[src/rtl/int_seq_pkg.sv]
// Shared control encodings for the interrupt sequencer: FSM states, cause
// codes, SPR write-target codes, IVOR numbers and the MSR[EE] position.
package int_seq_pkg;

  typedef enum logic [2:0] {
    S_IDLE  = 3'd0,
    S_SAVE0 = 3'd1,
    S_SAVE1 = 3'd2,
    S_MSRW  = 3'd3,
    S_JUMP  = 3'd4,
    S_RFI_M = 3'd5,
    S_RFI_J = 3'd6
  } state_t;

  typedef enum logic [1:0] {
    C_TRAP = 2'd0,
    C_SC   = 2'd1,
    C_RFI  = 2'd2,
    C_EXT  = 2'd3
  } cause_t;

  localparam logic [1:0] SEL_SRR0 = 2'd0;
  localparam logic [1:0] SEL_SRR1 = 2'd1;
  localparam logic [1:0] SEL_MSR  = 2'd2;

  localparam logic [3:0] IVOR_TRAP = 4'd6;
  localparam logic [3:0] IVOR_SC   = 4'd8;
  localparam logic [3:0] IVOR_EXT  = 4'd4;

  // EE position in MSB-0 numbering; convert with (SPR_W-1-EE_BIT).
  localparam int EE_BIT = 16;

  // rfi has no vector; it reports IVOR 0.
  function automatic logic [3:0] cause_ivor(cause_t c);
    case (c)
      C_TRAP:  return IVOR_TRAP;
      C_SC:    return IVOR_SC;
      C_EXT:   return IVOR_EXT;
      default: return 4'd0;
    endcase
  endfunction

endpackage

[src/rtl/int_arb.sv]
// Fixed-priority cause encoder: trap > sc > rfi > ext.
module int_arb
  import int_seq_pkg::*;
(
  input  logic       i_trap,
  input  logic       i_sc,
  input  logic       i_rfi,
  input  logic       i_ext,
  output logic       o_vld,
  output logic [1:0] o_cause
);

  // Highest-priority active request wins.
  always_comb begin
    o_vld   = i_trap | i_sc | i_rfi | i_ext;
    o_cause = C_TRAP;
    if (i_trap)     o_cause = C_TRAP;
    else if (i_sc)  o_cause = C_SC;
    else if (i_rfi) o_cause = C_RFI;
    else if (i_ext) o_cause = C_EXT;
  end

endmodule

[src/rtl/int_seq.sv]
// Interrupt/return sequencer: on trap, sc or external interrupt, saves PC and
// MSR to SRR0/SRR1, clears EE and jumps to the IVOR vector; on rfi, restores
// MSR from SRR1 and returns to SRR0.
module int_seq
  import int_seq_pkg::*;
#(
  parameter int SPR_W = 32,
  parameter int PC_W  = 32
) (
  input  logic             i_clk,
  input  logic             i_rst_n,
  input  logic             i_trap_req,
  input  logic             i_sc_req,
  input  logic             i_rfi_req,
  input  logic             i_hw_int,
  input  logic [PC_W-1:0]  i_pc_ex,
  input  logic [SPR_W-1:0] i_msr,
  input  logic [SPR_W-1:0] i_srr0,
  input  logic [SPR_W-1:0] i_srr1,
  input  logic [SPR_W-1:0] i_ivpr,
  input  logic [SPR_W-1:0] i_ivor,
  output logic [3:0]       o_ivor_idx,
  output logic             o_stall,
  output logic             o_flush,
  output logic             o_spr_we,
  output logic [1:0]       o_spr_sel,
  output logic [SPR_W-1:0] o_spr_wdata,
  output logic             o_npc_we,
  output logic [PC_W-1:0]  o_npc,
  output logic             o_busy
);

  localparam int EE_IDX = SPR_W - 1 - EE_BIT;

  state_t          r_state, w_state_nxt;
  cause_t          r_cause;
  logic [PC_W-1:0] r_pc;
  logic            r_pend;

  logic             w_ee, w_ext, w_arb_vld, w_take;
  logic [1:0]       w_arb_cause;
  logic [PC_W-1:0]  w_save_pc;
  logic [SPR_W-1:0] w_vec, w_ret, w_ee_mask;
  logic             w_unused;

  assign w_ee      = i_msr[EE_IDX];
  // Pending ext is only offered while EE is set, so it is not retaken after MSRW.
  assign w_ext     = r_pend & w_ee;
  assign w_take    = (r_state == S_IDLE) & w_arb_vld;
  assign w_save_pc = (r_cause == C_SC) ? r_pc + PC_W'(4) : r_pc;
  assign w_ee_mask = SPR_W'(1) << EE_IDX;
  // Vector = ivpr[0:15] | ivor[16:27] | 4'h0 (MSB-0 numbering).
  assign w_vec     = SPR_W'({i_ivpr[SPR_W-1 -: 16], i_ivor[SPR_W-17 -: 12], 4'h0});
  assign w_ret     = i_srr0 & ~SPR_W'(3);
  assign w_unused  = ^{i_ivor[SPR_W-1 -: 16], i_ivor[3:0], i_ivpr[SPR_W-17:0]};

  int_arb u_arb (
    .i_trap  (i_trap_req),
    .i_sc    (i_sc_req),
    .i_rfi   (i_rfi_req),
    .i_ext   (w_ext),
    .o_vld   (w_arb_vld),
    .o_cause (w_arb_cause)
  );

  // State register.
  always_ff @(posedge i_clk or negedge i_rst_n) begin
    if (!i_rst_n) r_state <= S_IDLE;
    else          r_state <= w_state_nxt;
  end

  // Cause/pc capture on the taking edge; pend set by EE-qualified hw_int.
  always_ff @(posedge i_clk or negedge i_rst_n) begin
    if (!i_rst_n) begin
      r_cause <= C_TRAP;
      r_pc    <= '0;
      r_pend  <= 1'b0;
    end else begin
      if (w_take) begin
        r_cause <= cause_t'(w_arb_cause);
        r_pc    <= i_pc_ex;
      end
      if (w_take && cause_t'(w_arb_cause) == C_EXT) r_pend <= 1'b0;
      else if (i_hw_int && w_ee)                    r_pend <= 1'b1;
    end
  end

  // Next state and per-state outputs.
  always_comb begin
    w_state_nxt = r_state;
    o_ivor_idx  = 4'd0;
    o_flush     = 1'b0;
    o_spr_we    = 1'b0;
    o_spr_sel   = 2'd0;
    o_spr_wdata = '0;
    o_npc_we    = 1'b0;
    o_npc       = '0;
    o_stall     = (r_state != S_IDLE);
    o_busy      = (r_state != S_IDLE);
    if (r_state != S_IDLE) o_ivor_idx = cause_ivor(r_cause);
    case (r_state)
      S_IDLE: begin
        // Gate with reset so flush is quiet while reset is held.
        o_flush = w_take & i_rst_n;
        if (w_take)
          w_state_nxt = (cause_t'(w_arb_cause) == C_RFI) ? S_RFI_M : S_SAVE0;
      end
      S_SAVE0: begin
        o_spr_we    = 1'b1;
        o_spr_sel   = SEL_SRR0;
        o_spr_wdata = SPR_W'(w_save_pc);
        w_state_nxt = S_SAVE1;
      end
      S_SAVE1: begin
        o_spr_we    = 1'b1;
        o_spr_sel   = SEL_SRR1;
        o_spr_wdata = i_msr;
        w_state_nxt = S_MSRW;
      end
      S_MSRW: begin
        o_spr_we    = 1'b1;
        o_spr_sel   = SEL_MSR;
        o_spr_wdata = i_msr & ~w_ee_mask;
        w_state_nxt = S_JUMP;
      end
      S_JUMP: begin
        o_npc_we    = 1'b1;
        o_npc       = PC_W'(w_vec);
        w_state_nxt = S_IDLE;
      end
      S_RFI_M: begin
        o_spr_we    = 1'b1;
        o_spr_sel   = SEL_MSR;
        o_spr_wdata = i_srr1;
        w_state_nxt = S_RFI_J;
      end
      S_RFI_J: begin
        o_npc_we    = 1'b1;
        o_npc       = PC_W'(w_ret);
        w_state_nxt = S_IDLE;
      end
      default: w_state_nxt = S_IDLE;
    endcase
  end

endmodule

[config.mk]
export PLATFORM = sky130hd
export DESIGN_NAME = int_seq
export DESIGN_NICKNAME = d
export VERILOG_FILES = /design/src/rtl/int_seq_pkg.sv /design/src/rtl/int_arb.sv /design/src/rtl/int_seq.sv
export SDC_FILE = /design/constraint.sdc
export NUM_CORES = 1
export LEC_CHECK = 0
export CAP_MARGIN = 20
export CORE_ASPECT_RATIO = 0.6
export CORE_MARGIN = 2
export CORE_UTILIZATION = 35
export CTS_CLUSTER_SIZE = 12
export DETAILED_ROUTE_END_ITERATION = 16
export PLACE_DENSITY = 0.88
export SYNTH_ARGS = -nofsm -noshare
export SYNTH_HDL_FRONTEND = slang
export SYNTH_SLANG_ARGS = --single-unit
[constraint.sdc]
create_clock -name i_clk -period 4.7 [get_ports i_clk]
set_input_delay 0.94 -clock i_clk [delete_from_list [all_inputs] [get_ports i_clk]]
set_output_delay 0.94 -clock i_clk [all_outputs]
set_load 0.05 [all_outputs]
Yosys cells after proc, flatten, opt, wreduce, memory -nomap -nowiden
Cells that the tools add are included.
W data, S select, Z words.
{ "word_totals": {"regBits": 38, "word_cells": 49, "out_inout_bits": 75, "inputBits": 198} }
{ "op_classes": {"reduce_logical": 9, "add_sub_neg": 1, "n_eq_ne": 11, "mux": 18, "bitwise": 6} }
{ "ops": {"columns": ["op", "count"], "rows": [
  ["$pmux W32 S4", 1],
  ["$pmux W32 S2", 1],
  ["$add A32 B3 Y32 const B", 1],
  ["$mux W32", 1],
  ["$pmux W3 S5", 1],
  ["$pmux W4 S3", 1],
  ["$eq A3 B3 Y1 const B", 3],
  ["$mux W2", 4],
  ["$eq A2 B2 Y1 const B", 3],
  ["$eq A3 B2 Y1 const B", 2],
  ["$mux W3", 2],
  ["$mux W1", 5],
  ["$mux W4", 1],
  ["$pmux W2 S2", 1],
  ["$reduce_or A2 Y1", 2],
  ["$reduce_or A4 Y1", 1],
  ["$and A1 B1 Y1", 3],
  ["$eq A3 B1 Y1 const B", 1],
  ["$logic_not A3 Y1", 1],
  ["$or A1 B1 Y1", 3],
  ["$reduce_bool A3 Y1", 1],
  ["$eq A2 B1 Y1 const B", 1],
  ["$logic_and A1 B1 Y1", 2],
  ["$logic_not A2 Y1", 1],
  ["2 further kinds", 2]
]} }

Logic depth before layout (Yosys ltp)
Gate-level depths: netlist of run 1.
{ "depth": {"depth_word": 9, "depth_mapped": 9, "ltp_nobuf": 7} }

By module
A second synthesis of run 1 with hierarchy kept.
{ "hier_totals": {"cells_unflattened": 328, "hier_area_um2": 3057.9} }
{ "modules_own_cells": {"columns": ["mod", "area_per_inst_um2", "instances", "seq_area_each_um2", "cells_each"], "rows": [
  ["int_seq", 3022.9, 1, 950.9, 321],
  ["int_arb", 35.0, 1, 0.0, 7]
]} }

Worst setup path after synthesis of run 1
OpenSTA, ideal clock, no wires.
{ "synth_timing": {"kind": "register to output", "start": "reg r_cause[1]", "end": "out o_spr_wdata[20]", "path_stages_with_launch": 9, "n_path_buf": 1, "arrival_time_ns": 2.812, "slack_ns": 0.948, "required_ns": 3.760, "path_cell_list": "dfrtp_1 inv_1 ha_1 clkbuf_1 nand4_1 nor4_1 nand3_1 xor2_1 o21ai_0"} }
{ "synth_via": {"elab_chain_cells": 3} }
{ "synth_rtl": {"columns": ["item", "line", "rtl"], "rows": [
  ["from (decl)", "int_seq.sv:36", "cause_t r_cause;"],
  ["from (signal assigned)", "int_seq.sv:80", "r_cause <= cause_t'(w_arb_cause);"],
  ["$eq A2 B1 Y1", "int_seq.sv:50", "assign w_save_pc = (r_cause == C_SC) ? r_pc + PC_W'(4) : r_pc;"],
  ["$mux W32", "int_seq.sv:50", null],
  ["$pmux W32 S4", "int_seq.sv:101", "case (r_state)"],
  ["to (decl)", "int_seq.sv:27", "output logic [SPR_W-1:0] o_spr_wdata,"]
]} }
Every way passes these cells.

Final worst setup path of run 1
Same ends and word-level chain as after synthesis.

==> flow_metrics.py, run 1 <==
metrics = {
    "synth": {
        "yosysSeqAreaShare": 0.3012,
        "synth-warning-count": 0,
        "synthCells": 354,
        "avgSynthCellArea_um2": 8.917,
        "syn_area_um2": 3157,
        "synth.distinct_cells": 45,
        "yosys_register_bits": 38,
    },
    "routing": {
        "vias": 3663,
        "ant_nets": 0,
        "drt_iter0_drc": 241,
        "first_pass_iters": 5,
        "remaining_drc_errors": 0,
        "routedWlPerCell_um": 18.57,
        "wirelength_mm": 12.78,
        "vias_per_cell": 5.324,
    },
    "sta": {
        "slew-limit-headroom": 0.3743,
        "finalSetupViolCount": 0,
        "max_freq_ghz": 0.2586,
        "min_period_ps": 3867,
        "fin_setup_tns_ps": 0,
        "finalCritPeriodShare": 0.8227,
        "drv_slew": 0,
        "grt_setup_unrepaired": "no",
        "clock_skew_ps": 2.403,
        "hold_viol": 0,
        "tightestPinTransition_ps": 938.5,
    },
    "clock_tree": {
        "htree_levels": 2,
        "hold_buffers": 0,
        "clock_latency_ps": 280,
        "cts_root_buffer": "clkbuf_16",
        "post-cts-setup-buffers": 0,
        "ctsResizeCount": 0,
        "cts_tree": "yes",
        "cts_buffer_depth": 2,
        "cts.clk_slew.worst_paths_ps": 50,
        "cts_buffers": 5,
        "cts.sinks": 38,
    },
    "global_route": {
        "grt.total_usage": 0.2572,
        "antenna_found_initial": 0,
        "grt_pass1_vias": 3666,
        "grt_overflow_total": 0,
        "grt_pass1_wl_mm": 20.07,
        "grt_start_max_net_pins": 39,
    },
    "critical_path": {
        "cp.arrival_ps": 2930,
        "critPathLaunchType": "flop",
        "cp.required_ps": 3760,
        "path_max_fanout": 7,
        "crit_type": "reg2out",
        "end_kind": "output pin",
    },
    "floorplan": {
        "ioPinCount": 273,
        "dieWidth_um": 126.6,
        "chipHeight_um": 77.57,
        "core-area_um2": 8621,
        "num_rows": 26,
        "fp.dieArea_um2": 9820,
        "start_util": 0.3662,
    },
    "power": {
        "vdd_drop_max_mv": 0.6121,
        "leakage_nw": 2.198,
        "power_density_nw_per_um2": 676.2,
        "power.total_mw": 3.783,
    },
    "place": {
        "numPortBuffers": 231,
        "gp_congestion": 0.9431,
        "placed_cell_area_um2": 5429,
        "post-dp-hpwl_mm": 10.32,
    },
    "final_layout": {
        "syn_to_final_growth_pct": 77.21,
        "drive_gt1_frac": 0.1635,
        "finalInstanceArea_um2": 5594,
        "final_nets": 775,
    },
    "worst_hold_path": {
        "hold_path.class": "reg2reg",
    },
    "run_status": {
        "outcome": "complete, no violations",
    },
    "job": {
        "cap_violations": 0,
    },
}
## stage by stage
step / hold slack [ps] / worst slack, ps / utilization / cells
6_report: 526.4 / 833.5 / 0.6489 / 688
5_1_grt: 544.8 / 573.5 / 0.6486 / 687
4_1_cts: 524.6 / 824.8 / 0.6469 / 686
3_5_place_dp: 512.6 / 993.2 / 0.6298 / 678
3_3_place_gp: 509.9 / 1015 / 0.6298 / 678
2_1_floorplan: 481.3 / 948.5 / - / 356
## flip-flops by register name (all words and copies together), names as in the netlist
register,cells
r_cause,2
r_pend,1
r_pc,32
r_state,3
## kinds of logic after synthesis
group,after synthesis,synth area share
flops,38,0.3012
fa+ha+maj,3,0.01189
xor+xnor,29,0.08046
buf+inv,35,0.06104
other cells,1,0.001188
simple gates,113,0.1891
compound gates,74,0.1486
mux,61,0.2065
## final timing paths
kind	start	end	slack [ps]	depth (start not counted)
min in group asynchronous	i_rst_n	r_pc[12]$_DFFE_PN0P_	770	2
setup / recovery	r_cause[1]$_DFFE_PN0P_	o_spr_wdata[20]	830	8
hold / removal	r_pc[31]$_DFFE_PN0P_	r_pc[31]$_DFFE_PN0P_	530	1
hold reg to reg	r_pc[31]$_DFFE_PN0P_	r_pc[31]$_DFFE_PN0P_	530	1
max in group asynchronous	i_rst_n	r_state[1]$_DFFE_PN0P_	3570	2
setup reg to reg	r_state[2]$_DFFE_PN0P_	r_pc[10]$_DFFE_PN0P_	2180	5
## synthesized netlist by cell type
cell             instances  area (µm²)
a31oi_1                  1       6.260
xnor2_1                 12       105.1
clkbuf_8                 1       13.76
o21ai_1                  2       10.01
dfrtp_1                 38       950.9
buf_2                    1       5.000
nand3_1                 12       60.06
and4_2                   1       10.01
nand2_1                 18       67.56
buf_6                    1       11.26
a21boi_0                 1       7.510
or3_1                    1       6.260
buf_1                    2       7.510
o22ai_1                  1       6.260
a31o_2                   1       8.760
or4_4                    1       11.26
and3_2                   1       7.510
o21ai_0                 31       155.2
ha_1                     3       37.54
o211ai_1                 1       7.510
buf_4                    6       45.04
nor2b_1                  2       12.51
and3_1                   4       25.02
nand4_4                  1       21.27
nor3_1                   4       20.02
clkdlybuf4s50_2          2       22.52
nor4_4                   2       42.54
inv_1                    7       26.28
dlygate4sd1_1            1       8.760
conb_1                   1       3.750
or2_2                    3       18.77
a32oi_1                  1       8.760
a22oi_1                 31       232.7
a21oi_1                  2       10.01
a21oi_2                  1       8.760
nor2_1                  40       150.1
mux2_2                  33       371.6
mux2i_1                 28       280.3
nand4_1                 12       75.07
nand2b_1                 4       25.02
nor4_1                   3       18.77
clkbuf_1                14       52.55
o21a_1                   1       7.510
xor2_1                  17       148.9
and2_1                   4       25.02
## critical path, cell delays in order, from the launching register on
cell and delay [ps]:
dfrtp_1 360, inv_1 100, ha_1 390, nand4_1 270, nor4_1 750, nand3_1 180
xor2_1 200, o21ai_0 160, buf_4 240
## cells in the final DEF (no fill, tap or decap), drive strengths merged, types with 12 or more instances in the layout
| cell type | count |
|---|---|
| clkdlybuf4s50 | 198 |
| buf | 41 |
| nor2 | 40 |
| dfrtp | 38 |
| mux2 | 33 |
| o21ai | 33 |
| a22oi | 31 |
| mux2i | 28 |
| nand2 | 18 |
| xor2 | 17 |
| nand4 | 13 |
| xnor2 | 12 |
| nand3 | 12 |
## layer usage
| metal | GRT usage | vias to the layer above | wire [µm] |
|---|---|---|---|
| met5 | 0 | - | 0 |
| met4 | 0.04505 | 0 | 117 |
| met3 | 0.05724 | 17 | 880 |
| met2 | 0.4107 | 152 | 6031 |
| met1 | 0.3615 | 1782 | 5746 |
| li1 | - | 1712 | - |
## where the power goes
part           switching (mW)  internal, mW  leakage (nW)  total (mW)
logic                    1.70          1.01          1.68        2.71
clock network           0.131         0.210        0.0739       0.341
registers               0.233         0.495         0.444       0.728
total                    2.07          1.72          2.20        3.78
## area by class of cell
class | count | area [µm²]
fillers | 689 | 3027
diodes | 1 | 2.502
clock buffers | 7 | 142.6
inverters | 7 | 26.28
clock inverters | 1 | 5.005
well taps | 112 | 140.1
multi-input cells | 283 | 2031
repair buffers | 239 | 2295
flip-flops and latches | 38 | 952.2
(Power assumes the default switching activity.)
==> run 2, diff against run 1 <==
Settings changed: CORE_UTILIZATION 35 to 29, PLACE_DENSITY 0.88 to 0.78.
Clock period 4.7 ns to 3.5 ns, I/O delays scaled along.
==> run 2 against run 1 <==
Net effect:
- clock skew hardly changed
- setup slack worse by 680 ps
- via count is 0.11% lower
- sequential power is 35% higher
- largest power group unchanged
- sequential share of layout area is 1.3 points lower
- critical path depth stayed put
==> flow_metrics.py, run 2 (synthesis results as in run 1) <==
metrics = {
    "final_layout": {
        "syn_to_final_growth_pct": 92.03,
        "area.sequential_um2": 952.2,
        "drive_gt1_frac": 0.1782,
        "n_antenna_cell": 0,
        "top_regs": "r_pc: 32 flops, r_state: 3 flops, r_cause: 2 flops",
        "largest_register_ffs": 32,
        "fill_cells": 896,
        "final_nets": 778,
        "final_cell_mix": "194 x clkdlybuf4s50_1, 40 x nor2_1, 37 x dfrtp_1",
        "final_common_cell": "clkdlybuf4s50_1",
        "largest_register": "r_pc",
        "multi_input_area_um2": 2033,
    },
    "floorplan": {
        "start_util": 0.2979,
        "ioPinCount": 273,
        "chipHeight_um": 84.82,
        "num_rows": 29,
        "dieWidth_um": 138.7,
        "fp.dieArea_um2": 11760,
        "core-area_um2": 10600,
    },
    "clock_tree": {
        "cts_buffers": 5,
        "clock_latency_ps": 280,
        "ctsResizeCount": 0,
        "hold_buffers": 0,
        "cts.sinks": 38,
        "cts_buffer_depth": 2,
        "htree_levels": 2,
        "cts.clk_slew.worst_paths_ps": 60,
        "cts_root_buffer": "clkbuf_16",
        "cts_tree": "yes",
        "post-cts-setup-buffers": 0,
    },
    "critical_path": {
        "cp.required_ps": 2800,
        "end_kind": "output pin",
        "cp.arrival_ps": 2650,
        "critPathLaunchType": "flop",
        "crit_type": "reg2out",
        "worstRegToRegCells": 6,
        "path_max_fanout": 7,
    },
    "global_route": {
        "grt_pass1_wl_mm": 19.51,
        "met1_usage": 0.2905,
        "use_met3": 0.05023,
        "gr-max-usage-layer": "met2",
        "grt_pass1_vias": 3589,
        "antenna_found_initial": 0,
        "grt.total_usage": 0.2098,
        "grt_start_max_net_pins": 39,
        "use_met2": 0.3375,
        "grt_overflow_total": 0,
    },
    "place": {
        "post-dp-hpwl_mm": 10.53,
        "numPortBuffers": 231,
        "pre_cts_ws_ps": 366.8,
        "gp_congestion": 0.9259,
    },
    "routing": {
        "drt_iter0_drc": 194,
        "vias_per_cell": 5.103,
        "routedWlPerCell_um": 17.81,
        "ant_nets": 0,
        "vias": 3659,
        "remaining_drc_errors": 0,
        "first_pass_iters": 4,
        "wirelength_mm": 12.77,
    },
    "worst_hold_path": {
        "hold_path.class": "in2async",
    },
    "sta": {
        "min_period_ps": 3348,
        "max_freq_ghz": 0.2987,
        "hold_viol": 0,
        "drv_slew": 0,
        "finalSetupViolCount": 0,
        "slew-limit-headroom": 0.3928,
        "tightestPinTransition_ps": 910.7,
        "clock_skew_ps": 2.059,
        "finalWorstSetupSlack_ps": 151.9,
        "fin_setup_tns_ps": 0,
        "finalCritPeriodShare": 0.9566,
        "grt_setup_unrepaired": "no",
    },
    "power": {
        "vdd_drop_max_mv": 0.5908,
        "leakage_nw": 2.339,
        "power_density_nw_per_um2": 956.9,
    },
    "run_status": {
        "outcome": "complete, no violations",
    },
    "job": {
        "cap_violations": 0,
    },
}
-- run 2: routing by layer --
| layer | vias up | wire [µm] |
|---|---|---|
| met5 | - | 0 |
| met4 | 0 | 156 |
| met3 | 15 | 862 |
| met2 | 138 | 6008 |
| met1 | 1784 | 5742 |
| li1 | 1722 | - |
-- run 2: cell type report --
class | instances | share of cell area
Clock buffer | 6 | 0.02291
Clock inverter | 2 | 0.002064
Inverter | 7 | 0.004334
Multi-Input combinational cell | 283 | 0.3354
Sequential cell | 38 | 0.1571
Tap cell | 139 | 0.02869
Timing Repair Buffer | 242 | 0.4495
-- run 2: power by group --
group	total [mW]	switching [mW]	internal, mW
clock network	0.461	0.179	0.282
registers	0.982	0.317	0.665
logic	4.36	2.42	1.94
total	5.80	2.91	2.89
-- run 2: critical path, stage by stage, from the launching register on --
cell	delay, ps
dfrtp_1	370
inv_1	100
ha_2	300
nand4_1	260
or2_2	470
nor3_1	250
xnor2_1	110
o21ai_0	300
buf_12	190
-- run 2: stage by stage --
| stage | util | hold slack, ps | area [µm²] | cells | total power, mW |
|---|---|---|---|---|---|
| floorplan | - | 404.4 | 3164 | 356 | 3.487 |
| global placement | 0.5576 | 494.9 | 5908 | 709 | 5.269 |
| detailed placement | 0.5576 | 499.6 | 5908 | 709 | 5.353 |
| CTS | 0.5719 | 512.8 | 6060 | 717 | 5.836 |
| global route | 0.5722 | 543.2 | 6062 | 717 | 6.087 |
| finish | 0.5722 | 508.6 | 6062 | 717 | 5.801 |
-- run 2: worst paths after layout --
| check | to | startpoint | slack [ps] |
|---|---|---|---|
| max | o_spr_wdata[26] | r_cause[1]$_DFFE_PN0P_ | 150 |
| min | r_pc[13]$_DFFE_PN0P_ | i_rst_n | 510 |
| max reg2reg | r_pc[9]$_DFFE_PN0P_ | r_state[2]$_DFFE_PN0P_ | 1340 |
| min reg2reg | r_pc[0]$_DFFE_PN0P_ | r_pc[0]$_DFFE_PN0P_ | 510 |
| max in group asynchronous | r_state[1]$_DFFE_PN0P_ | i_rst_n | 2620 |
| min in group i_clk | r_pc[0]$_DFFE_PN0P_ | r_pc[0]$_DFFE_PN0P_ | 510 |
==> run 3, diff against run 2 <==
Settings changed: SLEW_MARGIN from default to 20.
==> results of run 3 <==
The final DEF is identical to that of run 2; final timing and power are the same.
